`src/rtl/dice_led_scanner.sv`:
```
// Time-multiplexed pip driver for N_DICE dice on a shared 9-LED bus.
// Values are taken through valid/ready and only become visible at a frame boundary.
module dice_led_scanner #(
  parameter int unsigned N_DICE   = 2,
  parameter int unsigned SCAN_DIV = 1000,
  parameter int unsigned PWM_BITS = 4
) (
  input  logic                  clk,
  input  logic                  rst_n,
  input  logic                  in_valid,
  output logic                  in_ready,
  input  logic [3*N_DICE-1:0]   in_values,
  input  logic [PWM_BITS-1:0]   brightness,
  input  logic                  lamp_test,
  output logic [8:0]            led,
  output logic [N_DICE-1:0]     dig_sel,
  output logic                  frame_done
);

  localparam int unsigned CntW = (SCAN_DIV > 1) ? $clog2(SCAN_DIV) : 1;
  localparam int unsigned IdxW = (N_DICE > 1) ? $clog2(N_DICE) : 1;

  logic                  run_q;
  logic [CntW-1:0]       cnt_q, cnt_d;
  logic [IdxW-1:0]       idx_q, idx_d;
  logic [PWM_BITS-1:0]   pwm_q, pwm_d;
  logic [3*N_DICE-1:0]   active_q, active_d;
  logic [3*N_DICE-1:0]   shadow_q, shadow_d;
  logic                  pending_q, pending_d;
  logic [8:0]            led_q, led_d;
  logic [N_DICE-1:0]     dig_sel_q, dig_sel_d;
  logic                  frame_done_q, frame_done_d;
  logic                  in_ready_q, in_ready_d;

  logic       slot_wrap, frame_wrap, accept, pwm_en;
  logic [2:0] cur_val;

  function automatic logic [8:0] pip(input logic [2:0] v);
    logic [8:0] p;
    unique case (v)
      3'd0: p = 9'b000_000_000;
      3'd1: p = 9'b000_010_000;
      3'd2: p = 9'b100_000_001;
      3'd3: p = 9'b100_010_001;
      3'd4: p = 9'b101_000_101;
      3'd5: p = 9'b101_010_101;
      3'd6: p = 9'b101_101_101;
      3'd7: p = 9'b111_101_111;
      default: p = 9'b000_000_000;
    endcase
    return p;
  endfunction

  always_comb begin
    cnt_d        = cnt_q;
    idx_d        = idx_q;
    pwm_d        = pwm_q;
    active_d     = active_q;
    shadow_d     = shadow_q;
    pending_d    = pending_q;
    cur_val      = 3'd0;
    dig_sel_d    = '0;
    led_d        = '0;

    slot_wrap  = run_q && (cnt_q == CntW'(SCAN_DIV - 1));
    frame_wrap = slot_wrap && (idx_q == IdxW'(N_DICE - 1));
    accept     = in_valid && in_ready_q;

    // The first edge out of reset only starts slot 0; counting begins after it.
    if (run_q) begin
      cnt_d = slot_wrap ? '0 : cnt_q + 1'b1;
      pwm_d = pwm_q + 1'b1;
      if (slot_wrap) begin
        idx_d = frame_wrap ? '0 : idx_q + 1'b1;
      end
    end

    // The frame-start edge is the only place the displayed set may change.
    if (frame_wrap) begin
      if (accept) begin
        active_d = in_values;
      end else if (pending_q) begin
        active_d = shadow_q;
      end
      pending_d = 1'b0;
    end else if (accept) begin
      shadow_d  = in_values;
      pending_d = 1'b1;
    end

    in_ready_d   = !pending_d;
    frame_done_d = frame_wrap;

    for (int unsigned i = 0; i < N_DICE; i++) begin
      dig_sel_d[i] = (idx_d == IdxW'(i));
      if (idx_d == IdxW'(i)) begin
        cur_val = active_d[3*i +: 3];
      end
    end

    pwm_en = (&brightness) || (pwm_d < brightness);
    if (cnt_d != '0) begin
      if (lamp_test) begin
        led_d = 9'h1FF;
      end else if (pwm_en) begin
        led_d = pip(cur_val);
      end
    end
  end

  always_ff @(posedge clk) begin
    if (!rst_n) begin
      run_q        <= 1'b0;
      cnt_q        <= '0;
      idx_q        <= '0;
      pwm_q        <= '0;
      active_q     <= '0;
      shadow_q     <= '0;
      pending_q    <= 1'b0;
      led_q        <= '0;
      dig_sel_q    <= '0;
      frame_done_q <= 1'b0;
      in_ready_q   <= 1'b0;
    end else begin
      run_q        <= 1'b1;
      cnt_q        <= cnt_d;
      idx_q        <= idx_d;
      pwm_q        <= pwm_d;
      active_q     <= active_d;
      shadow_q     <= shadow_d;
      pending_q    <= pending_d;
      led_q        <= led_d;
      dig_sel_q    <= dig_sel_d;
      frame_done_q <= frame_done_d;
      in_ready_q   <= in_ready_d;
    end
  end

  assign led        = led_q;
  assign dig_sel    = dig_sel_q;
  assign frame_done = frame_done_q;
  assign in_ready   = in_ready_q;

endmodule

```
`config.mk`:
```
export PLATFORM = sky130hd
export DESIGN_NAME = dice_led_scanner
export DESIGN_NICKNAME = d
export VERILOG_FILES = /design/src/rtl/dice_led_scanner.sv
export SDC_FILE = /design/constraint.sdc
export NUM_CORES = 1
export LEC_CHECK = 0
export CELL_PAD_IN_SITES_DETAIL_PLACEMENT = 0
export CELL_PAD_IN_SITES_GLOBAL_PLACEMENT = 1
export CORE_ASPECT_RATIO = 0.8
export CORE_UTILIZATION = 40
export DETAILED_ROUTE_END_ITERATION = 16
export GPL_TIMING_DRIVEN = 1
export PLACE_DENSITY_LB_ADDON = 0.1
export RECOVER_POWER = 25
export REMOVE_ABC_BUFFERS = 1
export SLEW_MARGIN = 5
export SYNTH_ARGS = -nofsm -noshare
export SYNTH_HDL_FRONTEND = slang
export SYNTH_SLANG_ARGS = --single-unit
```
`constraint.sdc`:
```
create_clock -name clk -period 3.9 [get_ports clk]
set_clock_uncertainty 0.1 [all_clocks]
set_input_delay 0.78 -clock clk [delete_from_list [all_inputs] [get_ports clk]]
set_output_delay 0.78 -clock clk [all_outputs]
set_load 0.005 [all_outputs]
```
==> results of run 1 <==
sequential cells by signal, summed over array words and instances (netlist names):
name / count
frame_done: 1
active_q: 6
in_ready: 1
idx_q: 1
pwm_q: 4
run_q: 1
dig_sel: 1
led: 5
cnt_q: 10
pending_q: 1
shadow_q: 6
through the flow:
step | setup slack (ns) | util
after floorplan | 0.659 | -
after global placement | 0.695 | 0.477
after detailed placement | 0.549 | 0.477
after CTS | 0.560 | 0.505
after global routing | 0.319 | 0.504
final | 0.582 | 0.504
worst register-to-register path, delay by kind of cell (launching register included):
kind | cells | cell delay (ns)
and+or+nand+nor | 2 | 0.60
DFF | 1 | 0.71
muxes | 2 | 1.09
adders and majority gates | 1 | 0.26
AOI/OAI and AO/OA | 2 | 0.48
where the power goes:
| part | internal (mW) | switching (mW) | total (mW) |
|---|---|---|---|
| Combinational | 0.0617 | 0.0487 | 0.110 |
| Sequential | 0.394 | 0.0140 | 0.408 |
| Clock | 0.254 | 0.137 | 0.391 |
| Total | 0.710 | 0.200 | 0.909 |
cells by family (layout without fill, tap and decap cells):
kind of cell    count (synthesis)  count (layout)  share of synthesized area
simple gates                   77              77                      0.209
mux                            23              23                      0.147
buf+inv                        24              44                     0.0615
flops                          37              37                      0.379
xor+xnor                       10              10                     0.0448
fa+ha+maj                       6               6                     0.0384
compound gates                 32              32                      0.120
cell usage after synthesis (all sizes together):
cell type / count / area, sq um
dfxtp: 37 / 741
nor2: 24 / 90.1
mux2i: 14 / 140
nand2: 11 / 41.3
buf: 10 / 67.6
and2: 8 / 52.6
a21oi: 7 / 35.0
clkbuf: 7 / 26.3
ha: 6 / 75.1
inv: 6 / 22.5
mux2: 6 / 75.1
nand3: 6 / 30.0
xnor2: 6 / 52.6
nand4: 5 / 31.3
a221oi: 4 / 41.3
xor2: 4 / 35.0
a211oi: 3 / 22.5
a31oi: 3 / 18.8
mux4: 3 / 71.3
nand2b: 3 / 18.8
nor2b: 3 / 18.8
nor3: 3 / 15.0
o21ai: 3 / 15.0
or2: 3 / 18.8
and4: 2 / 17.5
nor4: 2 / 18.8
o31ai: 2 / 15.0
or4: 2 / 15.0
a211o: 1 / 8.76
a21o: 1 / 7.51
a31o: 1 / 8.76
a41oi: 1 / 8.76
clkinv: 1 / 3.75
nand4b: 1 / 8.76
nand4bb: 1 / 11.3
nor3b: 1 / 7.51
o211ai: 1 / 7.51
o21a: 1 / 7.51
o221a: 1 / 11.3
o221ai: 1 / 8.76
o31a: 1 / 8.76
o32ai: 1 / 8.76
or2b: 1 / 7.51
or3: 1 / 6.26
layout make-up:
| class | instances | area [sq um] | share of cell area |
|---|---|---|---|
| repair buffers | 29 | 275 | 0.117 |
| clock buffers | 5 | 68.8 | 0.0294 |
| multi-input cells | 148 | 1090 | 0.466 |
| well taps | 60 | 75.1 | 0.0320 |
| inverters | 7 | 26.3 | 0.0112 |
| flip-flops and latches | 37 | 741 | 0.316 |
| clock inverters | 3 | 65.1 | 0.0278 |
layer usage:
metal / global-route usage / part of all wire / vias to the layer above / wire [um]
li1: - / - / 781 / -
met1: 0.224 / 0.48 / 731 / 1900
met2: 0.295 / 0.46 / 32 / 1800
met3: 0.0423 / 0.045 / 7 / 177
met4: 0.0692 / 0.011 / 0 / 44
met5: 0 / 0 / - / 0
path summary, 6_finish.rpt:
kind,start,to
worst max register to register,run_q$_DFF_P_,led[4]$_SDFF_PN0_
worst min register to register,active_q[1]$_SDFF_PN0_,active_q[1]$_SDFF_PN0_
worst max-delay path,run_q$_DFF_P_,led[4]$_SDFF_PN0_
worst min-delay path,active_q[1]$_SDFF_PN0_,active_q[1]$_SDFF_PN0_
==> results.md, run 1 <==
* Hold_ws at ~0.4 ns
* Number of maximum-capacitance constraint violations at 0
* Total number of cells along the worst setup path at 7
* Count of cells along the worst hold path at 2
* CP max FO at 19
* Leading cell type in the layout, fill and taps excluded: sky130_fd_sc_hd__dfxtp_1
* Placed Cells at 281
* Startpoint kind of the worst setup timing path: register
* Worst-case register-to-register setup slack at 0.58 ns
* Final critical path time including I/O delays and setup at approximately 3.3 ns
* Result of the run: completed
* Final Max Tran Viols at 0
* CP max-delay cell: sky130_fd_sc_hd__dfxtp_1
* Achievable Freq at 0.301 GHz
* Crit path DAT at between 3 and 4 ns
* CTS-repair resized insts at 0
* Antenna violations before repair at 0
* Final clock period utilization by the worst path at 0.851
* Type of element capturing the critical path: register
* Half-perimeter wire length after detailed placement at roughly 3000 um
* Ordered list of cells on the worst path: nand4_1, nor3_1, ha_1, mux2i_1, mux4_2, a211o_1, a221oi_2
* Clock latency of the later-clocked register in the worst-skew pair at between 0.2 and 0.3 ns
* Mean Syn Cell Area at 9.35 sq um
* Final Hold Viols at 0
* Critical Path Max Stage Delay at 0.71 ns
* Number of different library cells in the post-synthesis netlist at 54
* Clk sinks at 37
* Synthesis-to-layout area growth at 20.0%
* Average via count per standard cell at 5.37
* Reg2reg path depth at 7
* Share of layout cells above drive strength 1 at 0.105
* Number of DRC violations after detailed-routing iteration 0 at between 90 and 100
* Layout fillers at 442
* Cell count after synthesis at between 200 and 250
* Max Buffers Root-to-Sink at 2
* Y dimension of the die at 64.5 um
* Pre-Repair DR Iteration Count at 4
* Area of the core region at ~0.0047 sq mm
* Clock buffer count from CTS at 5
* Post-CTS setup-driven buffer insertion count at 0
* Final antenna-violating net count at 0
* Sum of buffers and inverters on the critical path at 0
* Initial Util at 0.420
* GRT Residual Overflow at 0
* Flip-flop and latch count after synthesis at 37
* Total die area at roughly 0.0052 sq mm
* Yosys warns at 0
* Via count at roughly 1.6k
* Max_slew headroom at 0.344
* NumNets Final at 248
* Transition time at the pin with the least slew margin at slightly below 1 ns
* Vias in the first global route at 1591
* TritonCTS clock tree: yes
* Cell area after synthesis at approximately 0.002 sq mm
* Area after detailed placement at 0.00222 sq mm
* Cell family with the largest share of critical-path delay: multiplexers
* Wire length reported by the detailed router at between 3000 and 4000 um
* Required time reported for the critical path endpoint at between 4 and 5 ns
* Peak VDD IR at between 0.0002 and 0.00025 V
* Routability congestion estimate from global placement at approximately 0.84
* Class of the most critical setup path: reg -> reg
* Final sum of negative setup slack at 0 ns
* Clock input transition at the sequential cells of the worst setup and hold paths at ~0.070 ns
* Number of buffers inserted by port buffering at 26
* Power Total at roughly 0.9 mW
* Width of the die at ~80 um
* Final-report setup violation count at 0
* Top-Level Pins at 27
* Gr usage total at 0.178
* H-Tree Level Count at 2
* Global-route wire length before repair at 7040 um
* Post-layout instance count excluding filler cells at between 200 and 300
* DR WL/cell at 13.6 um
* Cell leakage power at roughly 0.9 nW
* Antenna cell count at 0
* Remaining design rule violation count at 0
* Pwr/cell area at ~390 mW/mm^2
* Fin area at around 0.0023 sq mm
* Count of hold buffers inserted by post-cts repair at 0
* Top library cells by usage in the layout, fill and taps aside: 37 x sky130_fd_sc_hd__dfxtp_1, 24 x sky130_fd_sc_hd__nor2_1, 21 x sky130_fd_sc_hd__clkdlybuf4s50_1, 14 x sky130_fd_sc_hd__mux2i_1, 11 x sky130_fd_sc_hd__nand2_1
* Path category of the worst min-delay check: reg -> reg
* Largest net degree at the start of global routing at 22
* Sequential-to-total area share from yosys stat at 0.379
* Total number of placement rows at 22
* RSZ-0062 raised after global routing: false
* Root Buffer: sky130_fd_sc_hd__clkbuf_8
Note: power is estimated with default switching activity, not from simulation.
==> run 2, diff against run 1 <==
==> constraint.sdc (replaced) <==
create_clock -name clk -period 3.9 [get_ports clk]
set_clock_uncertainty 0.1 [all_clocks]
set_input_delay 0.78 -clock clk [delete_from_list [all_inputs] [get_ports clk]]
set_output_delay 0.78 -clock clk [all_outputs]
set_load 0.05 [all_outputs]
==> results.md, run 2 (synthesis gave the netlist of run 1 again) <==
* Synthesis-to-layout area growth at 20.0% (unchanged)
* Clock buffer count from CTS at 5 (unchanged)
* Top library cells by usage in the layout, fill and taps aside: 37 x sky130_fd_sc_hd__dfxtp_1, 25 x sky130_fd_sc_hd__clkdlybuf4s50_1, 24 x sky130_fd_sc_hd__nor2_1, 14 x sky130_fd_sc_hd__mux2i_1, 11 x sky130_fd_sc_hd__nand2_1
* Reg2reg path depth at 7 (unchanged)
* Fin area at 0.00234 sq mm (unchanged)
* CP max FO at 19 (unchanged)
* Leading cell type in the layout, fill and taps excluded: sky130_fd_sc_hd__dfxtp_1
* Startpoint kind of the worst setup timing path: register
* Initial Util at 0.420 (unchanged)
* Placed Cells at 281 (unchanged)
* Max_slew headroom at 0.347 (+0.00251)
* Clk sinks at 37 (unchanged)
* DR WL/cell at 13.6 um (about the same)
* Area after detailed placement at 0.00222 sq mm (unchanged)
* Via count at 1565 (+0.90%)
* Result of the run: completed
* Average via count per standard cell at 5.42 (+0.90%)
* RSZ-0062 raised after global routing: false
* Clock latency of the later-clocked register in the worst-skew pair at 0.29 ns (about the same)
* Global-route wire length before repair at 7040 um (unchanged)
* Cell leakage power at 0.893 nW (-1.1%)
* Final-report setup violation count at 0 (unchanged)
* Wire length reported by the detailed router at 3930 um (about the same)
* H-Tree Level Count at 2 (unchanged)
* Y dimension of the die at 64.5 um (unchanged)
* Type of element capturing the critical path: register
* Total die area at 0.00517 sq mm (unchanged)
* Total number of placement rows at 22 (unchanged)
* TritonCTS clock tree: yes
* Share of layout cells above drive strength 1 at 0.105 (unchanged)
* Crit path DAT at 3.43 ns (about the same)
* Final sum of negative setup slack at 0 ns (unchanged)
* Required time reported for the critical path endpoint at 4.01 ns (about the same)
* Final critical path time including I/O delays and setup at 3.32 ns (+0.00358 ns)
* Area of the core region at 0.00465 sq mm (unchanged)
* Pwr/cell area at 402 mW/mm^2 (+3.6%)
* Number of buffers inserted by port buffering at 26 (unchanged)
* Remaining design rule violation count at 0 (unchanged)
* Max Buffers Root-to-Sink at 2 (unchanged)
* Flip-flop count of the largest register, all copies and words added at 10 (unchanged)
* Final clock period utilization by the worst path at 0.852 (+0.000917)
* Antenna cell count at 0 (unchanged)
* NumNets Final at 248 (unchanged)
* Root Buffer: sky130_fd_sc_hd__clkbuf_8
* Final Max Tran Viols at 0 (unchanged)
* Width of the die at 80.1 um (unchanged)
* GRT Residual Overflow at 0 (unchanged)
* Top-Level Pins at 27 (unchanged)
* Number of maximum-capacitance constraint violations at 0 (unchanged)
* Routability congestion estimate from global placement at 0.835 (unchanged)
* Peak VDD IR at 0.000229 V (+1.1%)
* Antenna violations before repair at 0 (unchanged)
* Half-perimeter wire length after detailed placement at 2990 um (unchanged)
* Vias in the first global route at 1591 (unchanged)
* Pre-Repair DR Iteration Count at 4 (unchanged)
* Path category of the worst min-delay check: reg -> reg
* Final core occ at 0.504 (unchanged)
* Final antenna-violating net count at 0 (unchanged)
* Final Hold Viols at 0 (unchanged)
* Class of the most critical setup path: reg -> reg
* Transition time at the pin with the least slew margin at 0.980 ns (-0.00377 ns)
* Largest net degree at the start of global routing at 22 (unchanged)
* Register ranked first by flip-flop count: cnt_q
* Post-layout instance count excluding filler cells at 289 (unchanged)
* Post-CTS setup-driven buffer insertion count at 0 (unchanged)
* Number of DRC violations after detailed-routing iteration 0 at 95 (unchanged)
* Achievable Freq at 0.301 GHz (-0.11%)
* Count of cells along the worst hold path at 2 (unchanged)
* CTS-repair resized insts at 0 (unchanged)
* Worst slack at placement at 0.549 ns (unchanged)
* Count of hold buffers inserted by post-cts repair at 0 (unchanged)
* Setup ws final at 0.579 ns (-0.00357 ns)
* Gr usage total at 0.178 (unchanged)
* Clock input transition at the sequential cells of the worst setup and hold paths at 0.07 ns (about the same)
* Largest registers: cnt_q: 10 flops, active_q: 6 flops, shadow_q: 6 flops
==> run 2: changes by cell type in the layout (fill, tap and decap cells not counted), sizes merged <==
cell,before,now
clkdlybuf4s50,21,25
dlygate4sd3,5,1
==> run 2: worst paths after layout <==
| check | start | to | slack [ns] |
|---|---|---|---|
| setup / recovery | run_q$_DFF_P_ | led[4]$_SDFF_PN0_ | 0.58 |
| hold / removal | active_q[1]$_SDFF_PN0_ | active_q[1]$_SDFF_PN0_ | 0.40 |
| setup reg to reg | run_q$_DFF_P_ | led[4]$_SDFF_PN0_ | 0.58 |
| hold reg to reg | active_q[1]$_SDFF_PN0_ | active_q[1]$_SDFF_PN0_ | 0.40 |
==> run 2: routing by layer <==
layer	up-vias	part of all wire	global-route usage
li1	781	-	-
met2	42	0.46	0.295
met1	735	0.47	0.224
met3	7	0.060	0.0423
met5	-	0	0
met4	0	0.011	0.0692
==> run 2: stage by stage <==
stage | power, mW | hold slack (ns)
6_report | 0.942 | 0.401
5_1_grt | 0.986 | 0.427
4_1_cts | 0.956 | 0.408
3_5_place_dp | 0.561 | 0.390
3_3_place_gp | 0.557 | 0.371
2_1_floorplan | 0.509 | 0.355
==> run 2: final cells by class <==
| cell class | count | area (sq um) |
|---|---|---|
| clock inverters | 3 | 65.1 |
| inverters | 7 | 26.3 |
| multi-input cells | 148 | 1090 |
| fillers | 442 | 2310 |
| clock buffers | 5 | 68.8 |
| well taps | 60 | 75.1 |
| repair buffers | 29 | 275 |
| flip-flops and latches | 37 | 741 |
==> run 2: power by group <==
group | switching [mW] | internal, mW | total [mW]
clock | 0.138 | 0.254 | 0.392
combinational | 0.0799 | 0.0626 | 0.142
sequential | 0.0141 | 0.394 | 0.408
==> run 2: worst max-delay path, stage by stage (launching register included) <==
cell	delay (ns)
sky130_fd_sc_hd__dfxtp_1	0.71
sky130_fd_sc_hd__nand4_1	0.37
sky130_fd_sc_hd__nor3_1	0.23
sky130_fd_sc_hd__ha_1	0.26
sky130_fd_sc_hd__mux2i_1	0.46
sky130_fd_sc_hd__mux4_2	0.63
sky130_fd_sc_hd__a211o_1	0.29
sky130_fd_sc_hd__a221oi_2	0.19
